$ cat src/rtl/arc4_pkg.sv
// Shared constants and types for the ARC4 S-memory blocks.
// Depth/width constants for the 256x8 S array and the checker FSM state type.
// Imported by s_read_pipe and s_perm_check.
package arc4_pkg;

    localparam int S_DEPTH = 256;
    localparam int ADDR_W  = 8;
    localparam int DATA_W  = 8;
    localparam int CNT_W   = 9;

    typedef enum logic [1:0] {
        IDLE  = 2'd0,
        ISSUE = 2'd1,
        DRAIN = 2'd2,
        DONE  = 2'd3
    } state_t;

endpackage

$ cat src/rtl/s_read_pipe.sv
// Valid/index delay line that lines each issued S-memory address up with its rddata.
// Latency: READ_LAT cycles from in_vld/in_idx to tail_vld/tail_idx; busy = any stage valid.
// Ports: clk, rst (async active-high), in_vld/in_idx in; tail_vld/tail_idx/busy out. No backpressure.
module s_read_pipe
    import arc4_pkg::*;
#(
    parameter int READ_LAT = 1
) (
    input  logic              clk,
    input  logic              rst,
    input  logic              in_vld,
    input  logic [ADDR_W-1:0] in_idx,
    output logic              tail_vld,
    output logic [ADDR_W-1:0] tail_idx,
    output logic              busy
);

    logic [READ_LAT-1:0]             vld_q, vld_d;
    logic [READ_LAT-1:0][ADDR_W-1:0] idx_q, idx_d;

    always_comb begin
        vld_d    = vld_q;
        idx_d    = idx_q;
        vld_d[0] = in_vld;
        idx_d[0] = in_idx;
        for (int i = 1; i < READ_LAT; i++) begin
            vld_d[i] = vld_q[i-1];
            idx_d[i] = idx_q[i-1];
        end
    end

    always_ff @(posedge clk or posedge rst) begin
        if (rst) begin
            vld_q <= '0;
            idx_q <= '0;
        end else begin
            vld_q <= vld_d;
            idx_q <= idx_d;
        end
    end

    assign tail_vld = vld_q[READ_LAT-1];
    assign tail_idx = idx_q[READ_LAT-1];
    assign busy     = |vld_q;

endmodule

$ cat src/rtl/s_perm_check.sv
// Read-only scanner of the 256x8 S memory: permutation / identity / duplicate checks.
// Ports: clk, rst (async active-high), en/rdy handshake, addr/rddata/wren memory port,
//        is_perm/is_ident/first_dup/dup_count results, out_valid/out_idx/out_data stream.
// Optional macro S_PERM_CHECK_STREAM_EN: drives the per-read stream; otherwise stream outputs are 0.
module s_perm_check
    import arc4_pkg::*;
#(
    parameter int READ_LAT = 1
) (
    input  logic              clk,
    input  logic              rst,
    input  logic              en,
    output logic              rdy,
    output logic [ADDR_W-1:0] addr,
    input  logic [DATA_W-1:0] rddata,
    output logic              wren,
    output logic              is_perm,
    output logic              is_ident,
    output logic [ADDR_W-1:0] first_dup,
    output logic [CNT_W-1:0]  dup_count,
    output logic              out_valid,
    output logic [ADDR_W-1:0] out_idx,
    output logic [DATA_W-1:0] out_data
);

    state_t              state_q, state_d;
    logic                rdy_q, rdy_d;
    logic [ADDR_W-1:0]   addr_q, addr_d;
    logic [S_DEPTH-1:0]  seen_q, seen_d;
    // Running scan state; only copied to the published outputs in DONE.
    logic [CNT_W-1:0]    run_cnt_q, run_cnt_d;
    logic [ADDR_W-1:0]   run_first_q, run_first_d;
    logic                run_ident_q, run_ident_d;
    logic                is_perm_q, is_perm_d;
    logic                is_ident_q, is_ident_d;
    logic [ADDR_W-1:0]   first_dup_q, first_dup_d;
    logic [CNT_W-1:0]    dup_count_q, dup_count_d;

    logic                tail_vld;
    logic [ADDR_W-1:0]   tail_idx;
    logic                pipe_busy;

    s_read_pipe #(.READ_LAT(READ_LAT)) u_pipe (
        .clk      (clk),
        .rst      (rst),
        .in_vld   (state_q == ISSUE),
        .in_idx   (addr_q),
        .tail_vld (tail_vld),
        .tail_idx (tail_idx),
        .busy     (pipe_busy)
    );

    always_comb begin
        state_d     = state_q;
        addr_d      = addr_q;
        seen_d      = seen_q;
        run_cnt_d   = run_cnt_q;
        run_first_d = run_first_q;
        run_ident_d = run_ident_q;
        is_perm_d   = is_perm_q;
        is_ident_d  = is_ident_q;
        first_dup_d = first_dup_q;
        dup_count_d = dup_count_q;

        case (state_q)
            IDLE: begin
                if (en) begin
                    seen_d      = '0;
                    run_cnt_d   = '0;
                    run_first_d = '0;
                    run_ident_d = 1'b1;
                    addr_d      = '0;
                    state_d     = ISSUE;
                end
            end
            ISSUE: begin
                // Last address is held rather than wrapped so the memory sees no stray read of 0.
                if (addr_q == ADDR_W'(S_DEPTH - 1)) begin
                    state_d = DRAIN;
                end else begin
                    addr_d = addr_q + 1'b1;
                end
            end
            DRAIN: begin
                if (!pipe_busy) begin
                    state_d = DONE;
                end
            end
            DONE: begin
                is_perm_d   = (run_cnt_q == '0);
                is_ident_d  = run_ident_q;
                first_dup_d = run_first_q;
                dup_count_d = run_cnt_q;
                state_d     = IDLE;
            end
            default: state_d = IDLE;
        endcase

        // The pipe tail is never valid in IDLE, so this cannot collide with the start-of-scan clear.
        if (tail_vld) begin
            if (seen_q[rddata]) begin
                run_cnt_d = run_cnt_q + 1'b1;
                if (run_cnt_q == '0) begin
                    run_first_d = tail_idx;
                end
            end
            seen_d[rddata] = 1'b1;
            if (rddata != tail_idx) begin
                run_ident_d = 1'b0;
            end
        end

        rdy_d = (state_d == IDLE);
    end

    always_ff @(posedge clk or posedge rst) begin
        if (rst) begin
            state_q     <= IDLE;
            rdy_q       <= 1'b1;
            addr_q      <= '0;
            seen_q      <= '0;
            run_cnt_q   <= '0;
            run_first_q <= '0;
            run_ident_q <= 1'b0;
            is_perm_q   <= 1'b0;
            is_ident_q  <= 1'b0;
            first_dup_q <= '0;
            dup_count_q <= '0;
        end else begin
            state_q     <= state_d;
            rdy_q       <= rdy_d;
            addr_q      <= addr_d;
            seen_q      <= seen_d;
            run_cnt_q   <= run_cnt_d;
            run_first_q <= run_first_d;
            run_ident_q <= run_ident_d;
            is_perm_q   <= is_perm_d;
            is_ident_q  <= is_ident_d;
            first_dup_q <= first_dup_d;
            dup_count_q <= dup_count_d;
        end
    end

    assign rdy       = rdy_q;
    assign addr      = addr_q;
    assign wren      = 1'b0;
    assign is_perm   = is_perm_q;
    assign is_ident  = is_ident_q;
    assign first_dup = first_dup_q;
    assign dup_count = dup_count_q;

`ifdef S_PERM_CHECK_STREAM_EN
    // Stream mirrors the check stage; gated so idle cycles show zeros rather than raw rddata.
    assign out_valid = tail_vld;
    assign out_idx   = tail_vld ? tail_idx : '0;
    assign out_data  = tail_vld ? rddata   : '0;
`else
    assign out_valid = 1'b0;
    assign out_idx   = '0;
    assign out_data  = '0;
`endif

endmodule

$ cat config.mk
export PLATFORM = sky130hd
export DESIGN_NAME = s_perm_check
export DESIGN_NICKNAME = d
export VERILOG_FILES = /design/src/rtl/arc4_pkg.sv /design/src/rtl/s_read_pipe.sv /design/src/rtl/s_perm_check.sv
export SDC_FILE = /design/constraint.sdc
export NUM_CORES = 1
export LEC_CHECK = 0
export BUFFER_PORTS_ARGS = -buffer_cell sky130_fd_sc_hd__buf_4
export CORE_MARGIN = 1.5
export CORE_UTILIZATION = 30
export DETAILED_ROUTE_END_ITERATION = 16
export HOLD_SLACK_MARGIN = 0.02
export PLACE_DENSITY = 0.55
export REMOVE_ABC_BUFFERS = 1
export SKIP_CTS_REPAIR_TIMING = 1
export SYNTH_ARGS = -nofsm -noshare
export SYNTH_HDL_FRONTEND = slang
export SYNTH_SLANG_ARGS = --single-unit
$ cat constraint.sdc
create_clock -name clk -period 28.6 [get_ports clk]
set_input_delay 5.72 -clock clk [delete_from_list [all_inputs] [get_ports clk]]
set_output_delay 5.72 -clock clk [all_outputs]
set_load 0.03 [all_outputs]
==> results.yml, run 1 <==
placed_design:
  pre_cts_ws_ns: 19.17
  gp_congestion: 0.7841
  dp.cells: 1732
  place_hpwl_mm: 23.13
  place_area_sq_mm: 0.01498
  port_buffers: 38
timing:
  hold_viol: 0
  hold_ws_ns: 0.4534
  clock_skew_ns: 0.01001
  worst_slew_pin_slew_ns: 1.210
  fin_crit_sh: 0.3079
  fin_setup_tns_ns: 0
  slew_viol_final: 0
  rsz0062_at_grt: "false"
  maxSlewHeadroom: 0.1904
  worst_slack_ns: 19.79
  post-route-min-period_ns: 8.806
  finalSetupViolCount: 0
  max_freq_ghz: 0.1136
floorplanning:
  fp.dieArea_sq_mm: 0.04879
  core_sq_mm: 0.04665
  start_util: 0.3052
  ioPinCount: 57
  die_h_um: 220.9
  die_width_um: 220.9
  placementRows: 79
clock_network:
  cts_buffers: 31
  cts_tree: "yes"
  clk_latency_ns: 0.57
  htreeDepth: 1
  clock_path_buffers: 3
  clk_pin_slew_ns: 0.06
  root_buffer: "clkbuf_16"
  clkSinkCount: 313
detailed_routing:
  vias: 9685
  vias_per_cell: 5.417
  ant_nets: 0
  drcViolationCount: 0
  avgRoutedWirePerCell_um: 21.16
  drtPass1Iterations: 13
  drtIter0Drc: 872
  routed_wl_mm: 37.84
setup_path:
  critPathLaunch: "rddata[0]"
  slowest_delay_ns: 0.67
  worst-path-buf-inv: 2
  r2r-start: "state_q[1]$_DFF_PP0_"
  start_kind: "primary input"
  end_kind: "register"
  crit_family: "compound AO/OA/AOI/OAI gates"
  worstPathRequired_ns: 29.05
  reg2regPathDepth: 5
  crit_fanout: 40
  crit_chain: "buf_4 > buf_4 > mux4_1 > mux2i_1 > o22ai_1 > a211o_1 > a211oi_4 > nor3_2 > a221o_1"
  cp.depth: 9
  cp_slowest_cell: "buf_4"
  cp_data_arrival_time_ns: 9.26
  cpMostUsedCell: "buf_4"
  timing.reg2reg.setup_slack_ns: 25.14
  criticalPathCategory: "primary input to register"
pwr:
  ir_drop_mv: 0.03829
  powerDensity_mw_per_mm2: 68.16
  finalPower_mw: 1.095
  p_leak_nw: 7.395
outcome:
  status: "completed"
synthesis:
  synth_cells: 1167
  ys_seq_area_frac: 0.5501
  synth-warning-count: 0
  syn_area_per_cell_sq_um: 12.20
  syn_area_sq_mm: 0.01424
  ys.flop_type: "dfrtp_1"
  async_flop_share: 1.000
  synth_enable_flop_cells: 0
  synthDistinctLibCells: 57
  ys_ff_latch: 313
cells_and_area:
  final_common_cell: "dfrtp_1"
  final_nets: 1172
  utilization: 0.3443
  stdcell_area_sq_mm: 0.01607
  synthToLayoutAreaGrowth_pct: 12.81
  drive_gt1_frac: 0.1685
  fillers: 4621
  layout_common_cells: "dfrtp_1 (312), a22o_1 (181), nand2_1 (133)"
  antenna_cells: 0
  instances_no_fill: 1788
grt:
  grt_overflow: 0
  grt_max_degree: 104
  grt_pass1_wl_mm: 59.33
  grt_usage: 0.1524
  grt_pass1_vias: 9594
  antenna_found_initial: 0
worst_hold_path:
  hold_depth: 0
  hold_path_class: "register to register"
  hp-start: "addr[0]$_DFFE_PP0P_"
job:
  maxCapViolCount: 0
[power breakdown]
| part | internal (mW) | switching, mW |
|---|---|---|
| Sequential | 0.480 | 0.0295 |
| Clock | 0.261 | 0.176 |
| Combinational | 0.0577 | 0.0913 |
| Total | 0.798 | 0.297 |
[flip-flops by register name, summed over array words and instances (netlist names)]
register         flops
run_ident_q          1
u_pipe.busy          1
state_q              2
u_pipe.tail_idx      8
seen_q             256
addr                 8
is_perm              1
is_ident             1
rdy                  1
dup_count            9
first_dup            8
run_cnt_q            9
run_first_q          8
[synthesized netlist by cell type, types with 10 or more instances]
library cell / count / area (sq um)
clkbuf_1: 74 / 277.8
mux4_2: 41 / 923.4
nor2_1: 44 / 165.2
o21ai_0: 89 / 445.4
nor4_1: 10 / 62.56
buf_4: 23 / 172.7
nand3_1: 13 / 65.06
nand2_1: 134 / 503.0
mux4_1: 13 / 341.6
inv_1: 16 / 60.06
mux2_2: 20 / 225.2
a22o_1: 181 / 1585
nand2b_1: 13 / 81.33
nor2b_1: 10 / 62.56
dfrtp_1: 312 / 7807
buf_2: 13 / 65.06
mux2i_1: 39 / 390.4
xor2_1: 15 / 131.4
[final cells by class]
| type | count | area [sq um] | area share |
|---|---|---|---|
| timing repair buffer | 61 | 457.9 | 0.02850 |
| inverter | 16 | 67.56 | 0.004206 |
| tap | 607 | 759.5 | 0.04727 |
| multi-input combinational | 735 | 5863 | 0.3650 |
| clock buffer | 43 | 890.9 | 0.05545 |
| clock inverter | 13 | 192.7 | 0.01199 |
| sequential | 313 | 7834 | 0.4876 |
[metal layers]
layer	part of all wire	track usage
met5	0	0
met2	0.45	0.2285
met3	0.049	0.02682
met1	0.49	0.2322
met4	0.015	0.02558
[final timing paths]
kind / to
setup reg to reg: seen_q[194]$_DFF_PP0_
max in group asynchronous: run_cnt_q[7]$_DFF_PP0_
hold / removal: u_pipe.tail_idx[0]$_DFF_PP0_
min in group asynchronous: seen_q[165]$_DFF_PP0_
hold reg to reg: u_pipe.tail_idx[0]$_DFF_PP0_
setup / recovery: run_cnt_q[6]$_DFF_PP0_
[logic make-up (layout without fill, tap and decap cells)]
kind of cell,count (synthesis),count (layout),synth area share
AOI/OAI and AO/OA,315,315,0.1717
xor gates and xnor gates,16,16,0.009840
adders and majority gates,3,3,0.002636
buffers and inverters,136,133,0.04577
DFF,313,313,0.5501
muxes,113,113,0.1321
other,1,18,0.0002633
and+or+nand+nor,270,270,0.08768
(Power assumes the default switching activity.)
==> inputs of run 2 (changes only) <==
- ABC_AREA: default -> 1
- PLACE_DENSITY: 0.55 -> 0.56
- clock period: 28.6 -> 7.5 ns (I/O delays scaled with it)
==> run 2 against run 1 <==
Compared with the run above: first-iteration DRC count up 20%; synthesized cell count grew 57%; sequential share of layout area down 1.2 points; utilization down 0.10 points; critical endpoint is now run_cnt_q[7]$_DFF_PP0_; largest cell class unchanged.
==> results.yml, run 2 <==
outcome:
  status: "completed"
grt:
  grt_pass1_vias: 12110
  antenna_found_initial: 1
  grt_max_degree: 149
  grt_overflow: 0
  grt_usage: 0.1706
  grt_pass1_wl_mm: 67.83
detailed_routing:
  drtIter0Drc: 1043
  ant_nets: 0
  vias_per_cell: 4.969
  drcViolationCount: 0
  avgRoutedWirePerCell_um: 17.29
  routed_wl_mm: 42.37
  drtPass1Iterations: 6
  vias: 12180
synthesis:
  synth_cells: 1836
  yosys.area.top_type: "dfrtp_1"
  synth_fa_ha_area_frac: 0.002567
  synth_enable_flop_cells: 0
  ys_seq_area_frac: 0.5356
  syn_area_sq_mm: 0.01463
  synth_most_common_cell: "nand2_1"
  synth_xor_area_frac: 0.008384
  muxShareOfSynthArea: 0.001540
  syn_area_per_cell_sq_um: 7.966
  synthDistinctLibCells: 37
  ys.flop_type: "dfrtp_1"
  synth_compound_area_frac: 0.1508
  yosys-top-cells-area: "dfrtp_1 (53%), nand2_1 (18%), o21ai_0 (7.0%)"
  synth_top_area_share: 0.5338
  ys_ff_latch: 313
  synth-warning-count: 0
  synth_top_family_by_area: "simple AND/OR/NAND/NOR gates"
  async_flop_share: 1.000
  synth-simple-area-share: 0.2155
  synthTopCellsByCount: "nand2_1 (694), dfrtp_1 (312), o21ai_0 (206), inv_1 (152), o22ai_1 (95)"
timing:
  fin_crit_sh: 0.5514
  slew_viol_final: 0
  hold_viol: 0
  worst_slack_ns: 3.365
  maxSlewHeadroom: 0.1975
  clock_skew_ns: 0.01889
  finalSetupViolCount: 0
  post-route-min-period_ns: 4.135
  max_freq_ghz: 0.2418
  rsz0062_at_grt: "false"
  worst_slew_pin_slew_ns: 1.200
placed_design:
  gp_congestion: 0.7964
  port_buffers: 38
  place_area_sq_mm: 0.01525
  dp.cells: 2385
  place_hpwl_mm: 23.77
  pre_cts_ws_ns: 2.877
cells_and_area:
  instances_no_fill: 2450
  regArea_sq_mm: 0.007834
  largest_register_ffs: 256
  largest_register: "seen_q"
  multiInputGateArea_sq_mm: 0.005618
  synthToLayoutAreaGrowth_pct: 12.55
  antenna_cells: 0
  final_common_cell: "nand2_1"
  drive_gt1_frac: 0.07193
  final_nets: 1822
  stdcell_area_sq_mm: 0.01646
  fillers: 4950
  layout_common_cells: "nand2_1 (694), dfrtp_1 (312), o21ai_0 (206)"
floorplanning:
  placementRows: 80
  die_width_um: 223.8
  die_h_um: 223.8
  core_sq_mm: 0.04795
  start_util: 0.3050
  fp.dieArea_sq_mm: 0.05008
  ioPinCount: 57
setup_path:
  cp_data_arrival_time_ns: 4.60
  start_kind: "primary input"
  end_kind: "register"
  criticalPathCategory: "primary input to register"
  reg2regPathDepth: 6
  worstPathRequired_ns: 7.97
  crit_fanout: 112
clock_network:
  cts_buffers: 36
  htreeDepth: 2
  cts_tree: "yes"
  clock_path_buffers: 3
  clk_pin_slew_ns: 0.06
  root_buffer: "clkbuf_16"
  clkSinkCount: 313
  clk_latency_ns: 0.53
pwr:
  powerDensity_mw_per_mm2: 353.6
  p_leak_nw: 7.846
  ir_drop_mv: 0.1253
worst_hold_path:
  hold_depth: 0
  hold_path_class: "register to register"
job:
  maxCapViolCount: 0
[run 2: changes by cell type after synthesis, sizes merged, moves of 8 or more]
cell    change
o21ai     +191
mux2       -18
nand3      +26
buf        +15
nand2     +563
nand2b     -13
nor4        -8
mux2i      -39
inv       +138
mux4       -54
o22ai      +92
a22o      -181
nor2b      -10
[run 2: logic make-up after synthesis]
kind of cell    after synthesis
compound gates              405
xor+xnor                     14
flops                       313
mux                           2
buf+inv                     294
other cells                   1
fa+ha+maj                     3
simple gates                804
[run 2: routing by layer]
metal,share of wire,vias to the layer above,track usage
met4,0.031,0,0.06103
met2,0.49,324,0.2906
met1,0.43,5947,0.2189
li1,-,5817,-
met5,0,-,0
met3,0.052,87,0.02741
[run 2: final cells by class]
| cell class | count | area share |
|---|---|---|
| sequential | 313 | 0.4759 |
| multi-input combinational | 1246 | 0.3413 |
| clock buffer | 55 | 0.06704 |
| tap | 615 | 0.04675 |
| inverter | 156 | 0.03618 |
| timing repair buffer | 55 | 0.02607 |
| clock inverter | 10 | 0.006765 |
[run 2: final timing paths]
kind                                                end  slack, ns                 start
max                              run_cnt_q[7]$_DFF_PP0_       3.36             rddata[0]
min                        u_pipe.tail_idx[1]$_DFF_PP0_       0.45   addr[1]$_DFFE_PP0P_
max reg2reg                        seen_q[55]$_DFF_PP0_       4.54  state_q[1]$_DFF_PP0_
min reg2reg                u_pipe.tail_idx[1]$_DFF_PP0_       0.45   addr[1]$_DFFE_PP0P_
max in group asynchronous      first_dup[5]$_DFFE_PP0N_       4.96                   rst
min in group asynchronous         seen_q[156]$_DFF_PP0_       1.03                   rst
[run 2: metrics by stage]
step	util	power (mW)	hold WS, ns	TNS [ns]
floorplan	-	3.572	0.4520	-1810.34
global placement	0.3180	3.996	0.4360	0
detailed placement	0.3180	4.038	0.4418	0
CTS	0.3433	5.859	0.4578	0
global route	0.3433	6.198	0.4787	0
finish	0.3433	5.820	0.4486	0
[run 2: power by group]
part | total [mW] | switching [mW] | internal, mW
clock | 1.80 | 0.714 | 1.09
combinational | 1.53 | 0.987 | 0.541
sequential | 2.49 | 0.261 | 2.23
[run 2: critical path: stages]
cell and delay, ns:
buf_6 0.58, buf_4 0.70, o21ai_0 0.19, nand2_1 0.09, nand2_1 0.06, nand2_1 0.05, nand2_1 0.07, o21ai_0 0.36
nand2_1 0.10, nor2_1 0.10, nor2_1 0.06, nor2_2 0.15, nand2_4 0.17, nand2_4 0.17, nand3_1 0.08, nand2_1 0.10
==> inputs of run 3 (changes only) <==
- ABC_AREA: 1 -> 0
- PLACE_DENSITY: 0.56 -> 0.55
- clock period: 7.5 -> 4.2 ns (I/O delays scaled with it)
==> run 3 against run 2 <==
Compared with the run above: wire length fell by 9.8%; register-to-register slack lost 3.1 ns; sequential power increased by 39%; largest power group unchanged.
==> results.yml, run 3 (synthesis gave the netlist of run 1 again) <==
outcome:
  status: "completed"
timing:
  max_freq_ghz: 0.2939
  hold_viol: 0
  hold_ws_ns: 0.4677
  finalSetupViolCount: 0
  rsz0062_at_grt: "false"
  worst_slew_pin_slew_ns: 1.255
  maxSlewHeadroom: 0.1600
  slew_viol_final: 0
  clock_skew_ns: 0.02259
  post-route-min-period_ns: 3.403
  fin_crit_sh: 0.8102
grt:
  grt_overflow: 0
  grt_pass1_vias: 9934
  grt_max_degree: 113
  grt_pass1_wl_mm: 60.79
  antenna_found_initial: 0
  grt_usage: 0.1575
clock_network:
  clk_latency_ns: 0.52
  cts_buffers: 35
  clock_path_buffers: 3
  clkSinkCount: 313
  cts_tree: "yes"
  htreeDepth: 2
  clk_pin_slew_ns: 0.06
  root_buffer: "clkbuf_16"
pwr:
  p_sw_mw: 2.077
  clkPwrFrac: 0.421
  finalPower_mw: 7.777
  powerDensity_mw_per_mm2: 474.1
  ir_drop_mv: 0.2397
  intPower_mw: 5.700
  p_seq_frac: 0.447
  swShare: 0.2670
  p_leak_nw: 7.569
  pwr-share-comb: 0.132
floorplanning:
  core_sq_mm: 0.04665
  die_width_um: 220.9
  placementRows: 79
  fp.dieArea_sq_mm: 0.04879
  start_util: 0.3052
  die_h_um: 220.9
  ioPinCount: 57
cells_and_area:
  final_common_cell: "dfrtp_1"
  largest_register: "seen_q"
  stdcell_area_sq_mm: 0.01640
  synthToLayoutAreaGrowth_pct: 15.17
  final_nets: 1192
  instances_no_fill: 1809
  drive_gt1_frac: 0.1797
  antenna_cells: 0
  layout_common_cells: "dfrtp_1 (312), a22o_1 (181), nand2_1 (133)"
  largest_register_ffs: 256
setup_path:
  criticalPathCategory: "primary input to register"
  crit_fanout: 36
  critPathLaunch: "rddata[1]"
  r2r-start: "seen_q[131]$_DFF_PP0_"
  cpMostUsedCell: "buf_4"
  worstPathRequired_ns: 4.61
  crit_chain: "buf_4 > buf_4 > mux4_2 > a22o_1 > o21ai_0 > o211a_1 > o311a_2 > nor3_2 > a221o_1"
  start_kind: "primary input"
  timing.reg2reg.setup_slack_ns: 1.46
  cp_slowest_cell: "buf_4"
  slowest_delay_ns: 0.44
  end_kind: "register"
  cp_data_arrival_time_ns: 3.81
placed_design:
  place_hpwl_mm: 23.65
  place_area_sq_mm: 0.01517
  port_buffers: 38
  dp.cells: 1748
  gp_congestion: 0.7817
worst_hold_path:
  hold_path_class: "primary input to async pin"
job:
  maxCapViolCount: 0
detailed_routing:
  vias: 9694
  drcViolationCount: 0
  routed_wl_mm: 38.24
  drtIter0Drc: 891
  ant_nets: 0
  drtPass1Iterations: 9
  avgRoutedWirePerCell_um: 21.14
  vias_per_cell: 5.359
[run 3: critical path: cells and delay by family]
family / cells / cell delay, ns
muxes: 1 / 0.38
buffers and inverters: 2 / 0.86
and+or+nand+nor: 1 / 0.11
AOI/OAI and AO/OA: 5 / 1.59
[run 3: stage by stage]
step,setup WS [ns],utilization,TNS [ns]
after floorplan,-5.296,-,-1993.18
after global placement,0.3142,0.3252,0
after detailed placement,0.2698,0.3252,0
after CTS,0.8308,0.3516,0
after global routing,0.6429,0.3516,0
final,0.7971,0.3516,0
[run 3: power groups by stage]
| stage | registers, mW | logic, mW | clock network, mW |
|---|---|---|---|
| after floorplan | 3.55 | 0.593 | 0 |
| after global placement | 3.52 | 1.03 | 0 |
| after detailed placement | 3.52 | 1.04 | 0 |
| after CTS | 3.47 | 1.04 | 3.35 |
| after global routing | 3.50 | 1.12 | 3.47 |
| final | 3.47 | 1.03 | 3.28 |
[run 3: layout make-up]
cell class	count	area (sq um)
fillers	4603	30250
inverters	16	67.56
flip-flops and latches	313	7834
clock buffers	51	1037
well taps	607	759.5
clock inverters	10	192.7
multi-input cells	735	5858
repair buffers	77	653.1
[run 3: per-layer routing]
layer / share of wire / GRT usage / vias to the layer above
met1: 0.46 / 0.2275 / 5054
met2: 0.47 / 0.2488 / 286
met5: 0 / 0 / -
li1: - / - / 4305
met3: 0.057 / 0.02589 / 49
met4: 0.015 / 0.03426 / 0
[run 3: worst paths after layout]
| check | end | cells past startpoint |
|---|---|---|
| min in group clk | u_pipe.tail_idx[6]$_DFF_PP0_ | 0 |
| worst min register to register | u_pipe.tail_idx[6]$_DFF_PP0_ | 0 |
| worst max-delay path | run_cnt_q[4]$_DFF_PP0_ | 9 |
| worst max register to register | run_cnt_q[4]$_DFF_PP0_ | 7 |
| worst min-delay path | seen_q[102]$_DFF_PP0_ | 2 |
| max in group asynchronous | run_first_q[1]$_DFF_PP0_ | 3 |
